### config.mk
export PLATFORM = sky130hd
export DESIGN_NAME = seq_mul_unit
export DESIGN_NICKNAME = d
export VERILOG_FILES = /design/src/rtl/seq_mul_unit.sv
export SDC_FILE = /design/constraint.sdc
export NUM_CORES = 1
export LEC_CHECK = 0
export ABC_AREA = 1
export CAP_MARGIN = 10
export CORE_UTILIZATION = 53
export CTS_CLUSTER_DIAMETER = 150
export DETAILED_ROUTE_END_ITERATION = 16
export GPL_TIMING_DRIVEN = 0
export PLACE_DENSITY = 0.88
export SLEW_MARGIN = 10
export SYNTH_ARGS = -nofsm -noshare
export SYNTH_HDL_FRONTEND = slang
export SYNTH_SLANG_ARGS = --single-unit
### constraint.sdc
create_clock -name clk -period 2.4 [get_ports clk]
set_clock_uncertainty 0.05 [all_clocks]
set_input_delay 0.24 -clock clk [delete_from_list [all_inputs] [get_ports clk]]
set_output_delay 0.24 -clock clk [all_outputs]
set_load 0.03 [all_outputs]
### src/rtl/seq_mul_unit.sv
// Iterative shift-add 32x32->64 multiplier; ready_o 32 edges after accept (1 edge for zero operands under MUL_EARLY_OUT_EN).
// Backpressure: result held in DONE while start_i stays high; dropping start_i or annul_i returns to IDLE.
module seq_mul_unit #(
  parameter int WIDTH = 32
) (
  input  logic                 clk,
  input  logic                 resetn,
  input  logic                 signed_mul_i,
  input  logic [WIDTH-1:0]     a_i,
  input  logic [WIDTH-1:0]     b_i,
  input  logic                 start_i,
  input  logic                 annul_i,
  output logic [2*WIDTH-1:0]   result_o,
  output logic                 ready_o
);

  localparam int CW = $clog2(WIDTH);

  typedef enum logic [1:0] {IDLE, CALC, DONE} state_t;

  state_t               state_q, state_d;
  logic [CW-1:0]        cnt_q, cnt_d;
  logic [2*WIDTH:0]     acc_q, acc_d;
  logic [WIDTH-1:0]     mcand_q, mcand_d;
  logic                 neg_q, neg_d;
  logic [2*WIDTH-1:0]   result_q, result_d;
  logic                 ready_q, ready_d;
`ifdef MUL_EARLY_OUT_EN
  logic                 zero_q, zero_d;
`endif

  logic [WIDTH-1:0]     a_mag, b_mag;
  logic [WIDTH:0]       sum;
  logic [2*WIDTH:0]     acc_add, acc_shr;
  logic [2*WIDTH-1:0]   prod, prod_final;

  // Magnitudes as unsigned: 0x80000000 negates to itself, which is exactly 2^31.
  assign a_mag = (signed_mul_i && a_i[WIDTH-1]) ? (~a_i + 1'b1) : a_i;
  assign b_mag = (signed_mul_i && b_i[WIDTH-1]) ? (~b_i + 1'b1) : b_i;

  assign sum        = acc_q[2*WIDTH:WIDTH] + {1'b0, mcand_q};
  assign acc_add    = acc_q[0] ? {sum, acc_q[WIDTH-1:0]} : acc_q;
  assign acc_shr    = acc_add >> 1;
  assign prod       = acc_shr[2*WIDTH-1:0];
  assign prod_final = neg_q ? (~prod + 1'b1) : prod;

  always_comb begin
    state_d  = state_q;
    cnt_d    = cnt_q;
    acc_d    = acc_q;
    mcand_d  = mcand_q;
    neg_d    = neg_q;
    result_d = result_q;
    ready_d  = ready_q;
`ifdef MUL_EARLY_OUT_EN
    zero_d   = zero_q;
`endif
    case (state_q)
      IDLE: begin
        ready_d  = 1'b0;
        result_d = '0;
        if (start_i && !annul_i) begin
          state_d = CALC;
          cnt_d   = '0;
          mcand_d = a_mag;
          acc_d   = {{(WIDTH+1){1'b0}}, b_mag};
          neg_d   = signed_mul_i & (a_i[WIDTH-1] ^ b_i[WIDTH-1]);
`ifdef MUL_EARLY_OUT_EN
          zero_d  = (a_mag == '0) || (b_mag == '0);
`endif
        end
      end
      CALC: begin
        if (annul_i) begin
          state_d  = IDLE;
          ready_d  = 1'b0;
          result_d = '0;
        end
`ifdef MUL_EARLY_OUT_EN
        else if (zero_q) begin
          state_d  = DONE;
          ready_d  = 1'b1;
          result_d = '0;
        end
`endif
        else begin
          acc_d = acc_shr;
          cnt_d = cnt_q + 1'b1;
          if (cnt_q == CW'(WIDTH-1)) begin
            state_d  = DONE;
            ready_d  = 1'b1;
            result_d = prod_final;
          end
        end
      end
      DONE: begin
        // No re-trigger: a fresh start needs start_i to go low first.
        if (annul_i || !start_i) begin
          state_d  = IDLE;
          ready_d  = 1'b0;
          result_d = '0;
        end
      end
      default: begin
        state_d  = IDLE;
        ready_d  = 1'b0;
        result_d = '0;
      end
    endcase
  end

  always_ff @(posedge clk or negedge resetn) begin
    if (!resetn) begin
      state_q  <= IDLE;
      cnt_q    <= '0;
      acc_q    <= '0;
      mcand_q  <= '0;
      neg_q    <= 1'b0;
      result_q <= '0;
      ready_q  <= 1'b0;
`ifdef MUL_EARLY_OUT_EN
      zero_q   <= 1'b0;
`endif
    end else begin
      state_q  <= state_d;
      cnt_q    <= cnt_d;
      acc_q    <= acc_d;
      mcand_q  <= mcand_d;
      neg_q    <= neg_d;
      result_q <= result_d;
      ready_q  <= ready_d;
`ifdef MUL_EARLY_OUT_EN
      zero_q   <= zero_d;
`endif
    end
  end

  assign result_o = result_q;
  assign ready_o  = ready_q;

endmodule

==> results.cfg <==
[floorplan]
fp.dieArea_mm2 = 0.0249
rows = 56
coreArea_mm2 = 0.0236
dieWidth_um = 158
initial_core_util_pct = 54.5
io_pins = 134
die_y_um = 158

[clock_network]
cts_tree = yes
cts_root_buffer = clkbuf_16
cts_sinks = 169
cts_buffers = 17
cts.clk_slew.worst_paths_ns = 0.07
clock_latency_ns = 0.45
htree_num_levels = 4
cts_buffer_depth = 2

[worst_setup_path]
slowest_stage = dfrtp_1
reg2reg_from = mcand_q[2]$_DFFE_PN0P_
crit_fanout = 8
cp.depth = 16
crit_required_ns = 2.68
critical_path_arrival_ns = 3.33
worst-path-buf-inv = 1
critical-path-max-stage-delay_ns = 0.39
cp-start-kind = flop
path_common_cell = nand2_1
crit_family = simple AND/OR/NAND/NOR gates
cp_cell_sequence = ha_1, buf_6, nand2_1, nor2_1, nand3_1, nand3_2, nand2_1, nand2_1, nand2_1, nand2_1, nor2_4, nand2_2, nor2_4, nor2_1, xor2_1, o21ai_1
critPathKind = flop to flop
reg2regPathDepth = 16
cp-end-kind = flop
crit_path_start = mcand_q[2]$_DFFE_PN0P_

[synth]
async_flop_share_pct = 100
synth_area_leaders = dfrtp_1 (33%), nand2_1 (18%), inv_1 (7.5%), o21ai_0 (6.2%), nand3_1 (4.5%)
syn_inst = 1961
syn_area_mm2 = 0.0129
synth_top_area_cell = dfrtp_1
post_synth_num_cell_types = 50
yosysWarnings = 0
ys_ff_latch = 169
synthFlopType = dfrtp_1
postSynthAreaPerCell_um2 = 6.56
synth_nets = 2068
netlist.area_leader.share_pct = 32.9
yosysSeqAreaShare_pct = 32.9
synth_edf_count = 0

[drt]
routed_wl_um = 46700
ant_nets = 0
wl_per_cell_um = 18.7
drc = 0
via_per_inst = 5.94
first_pass_iters = 6
num_vias = 14838
drt_iter0_markers = 1775

[sta]
worst_pin_slew_ns = 0.767
max-slew-margin-rel_pct = 48.9
fmax_ghz = 0.328
period_minus_slack_ns = 3.05
drv_slew = 0
timing.final.crit_share_pct = 127
layout_setup_ws_ns = -0.651
grt_setup_unrepaired = true
setup_viol = 31
finalHoldViolCount = 0

[power_and_ir_drop]
powerDensity_mw_per_mm2 = 1210
leakage_nw = 7.97
peakVddDrop_mv = 0.762

[place]
dp_slack_ns = -0.611
dp.cells = 2414
hpwl_um = 33000
place_area_mm2 = 0.0147
gp_congestion = 0.952
io_buffers = 133

[worst_hold_path]
hold-path-cell-count = 3
min_path_type = input port to flop
hold_path_startpoint = a_i[1]

[layout]
fin_cells = 2496
layout-drive-gt1-share_pct = 16.7
n_fill_cell = 1863
fin_area_mm2 = 0.0165
fin_nets = 2272
antenna_cells = 0
post-route-util_pct = 70.1
syn_to_final_growth_pct = 28.5

[grt]
met3_usage_pct = 6.27
antenna_found_initial = 1
grt_max_degree = 114
first_global_vias = 13816
gr-max-usage-layer = met2
met1_usage_pct = 47.6
track_usage_pct = 36.7
grtUsageMet2_pct = 58.1
grt_overflow = 0
grt_pass1_wl_um = 70300

[outcome]
outcome = complete, but fails checks
failed_checks = negative setup slack

[flow_run]
cap_violations = 0
-- logic make-up (layout without fill, tap and decap cells) --
kind of cell	Yosys count	in the layout	share of synthesized area (%)
AO/OA/AOI/OAI	309	309	13.5
XOR/XNOR	80	80	5.44
adder cells (fa/ha/maj)	38	38	3.75
buffers and inverters	338	554	10.1
flip-flops	169	169	32.9
multiplexers	1	1	0.0778
AND/OR/NAND/NOR	1026	1026	34.2
-- worst register-to-register path: stages, from the launching register on --
cell and delay, ns:
dfrtp_1 0.39, ha_1 0.30, buf_6 0.14, nand2_1 0.09
nor2_1 0.33, nand3_1 0.23, nand3_2 0.19, nand2_1 0.10
nand2_1 0.07, nand2_1 0.05, nand2_1 0.19, nor2_4 0.07
nand2_2 0.11, nor2_4 0.06, nor2_1 0.19, xor2_1 0.28
o21ai_1 0.09
-- path summary, 6_finish.rpt --
path                       slack (ns)                       end
max in group asynchronous        1.10     acc_q[50]$_DFFE_PN0P_
max reg2reg                     -0.65  result_o[45]$_DFFE_PN0P_
min                              0.09    mcand_q[1]$_DFFE_PN0P_
min reg2reg                      0.44  result_o[62]$_DFFE_PN0P_
min in group asynchronous        0.26   mcand_q[26]$_DFFE_PN0P_
max                             -0.65  result_o[45]$_DFFE_PN0P_
-- metal layers --
| metal | routed length [µm] | up-vias |
|---|---|---|
| met5 | 12 | - |
| met4 | 2930 | 2 |
| met3 | 5040 | 267 |
| met2 | 21000 | 1054 |
| met1 | 17700 | 6842 |
| li1 | - | 6673 |
-- cell usage in the layout (no fill, tap or decap), types with 19 or more instances in the layout --
| cell type | n |
|---|---|
| buf_4 | 51 |
| nor2_2 | 33 |
| xnor2_1 | 21 |
| nand2_1 | 568 |
| nor2_1 | 123 |
| o211ai_1 | 19 |
| o21ai_0 | 140 |
| o21ai_1 | 25 |
| nand2_2 | 67 |
| dfrtp_1 | 167 |
| clkdlybuf4s50_1 | 130 |
| o22ai_1 | 26 |
| nor3_1 | 20 |
| nand3_2 | 26 |
| a21oi_1 | 56 |
| nand3_1 | 94 |
| xor2_1 | 54 |
| inv_2 | 22 |
| nor2_4 | 24 |
| inv_1 | 248 |
| clkbuf_1 | 31 |
| nand4_1 | 24 |
-- through the flow --
stage / power [mW] / hold WS (ns) / TNS (ns)
3_3_place_gp: 14.0 / 0.414 / -1008.61
2_1_floorplan: 11.4 / -0.106 / -0.130
4_1_cts: 18.3 / 0.273 / -7.96
6_report: 20.0 / 0.0936 / -13.30
5_1_grt: 21.1 / 0.117 / -17.94
3_5_place_dp: 14.3 / 0.147 / -34.18
-- final cells by class --
class / count / area (µm²) / share of cell area (%)
Multi-Input combinational cell: 1454 / 8230 / 49.8
Sequential cell: 169 / 4230 / 25.6
Timing Repair Buffer: 186 / 1760 / 10.7
Inverter: 276 / 1040 / 6.32
Clock buffer: 19 / 443 / 2.68
Tap cell: 319 / 399 / 2.41
Buffer: 61 / 290 / 1.75
Clock inverter: 12 / 136 / 0.825
-- flip-flops by register name (all words and copies together), names as in the netlist --
| signal | flops |
|---|---|
| state_q | 2 |
| result_o | 64 |
| neg_q | 1 |
| acc_q | 64 |
| ready_o | 1 |
| cnt_q | 5 |
| mcand_q | 32 |
-- cells in the mapped netlist, types with 4 or more instances --
master	count
a31oi_1	6
nor2_2	22
nor3_1	25
nor2_1	149
ha_1	37
o211ai_1	19
a32o_1	4
o31ai_1	6
clkinv_1	4
inv_2	16
nand3_1	117
o21ai_0	160
nand2_2	25
buf_1	13
nor2_4	9
nor4_1	7
nand2_1	625
xor2_1	57
buf_2	9
a21oi_1	60
nand4_1	24
o22ai_1	27
inv_1	256
dfrtp_1	169
nand3_2	7
xnor2_1	23
clkbuf_1	36
o21ai_1	13
-- repair_timing --
action	4_1_cts	5_1_grt
endpoints found under the hold margin	56	0
hold buffers	1	0
pin swaps	39	42
endpoints found under the setup margin	77	96
gates resized for setup	106	135
setup buffers	24	28
-- power breakdown --
part	total (mW)	switching, mW	internal (mW)
clock network	2.83	1.34	1.49
logic	12.4	8.04	4.37
registers	4.76	1.06	3.70
Note: power is estimated with default switching activity, not from simulation.
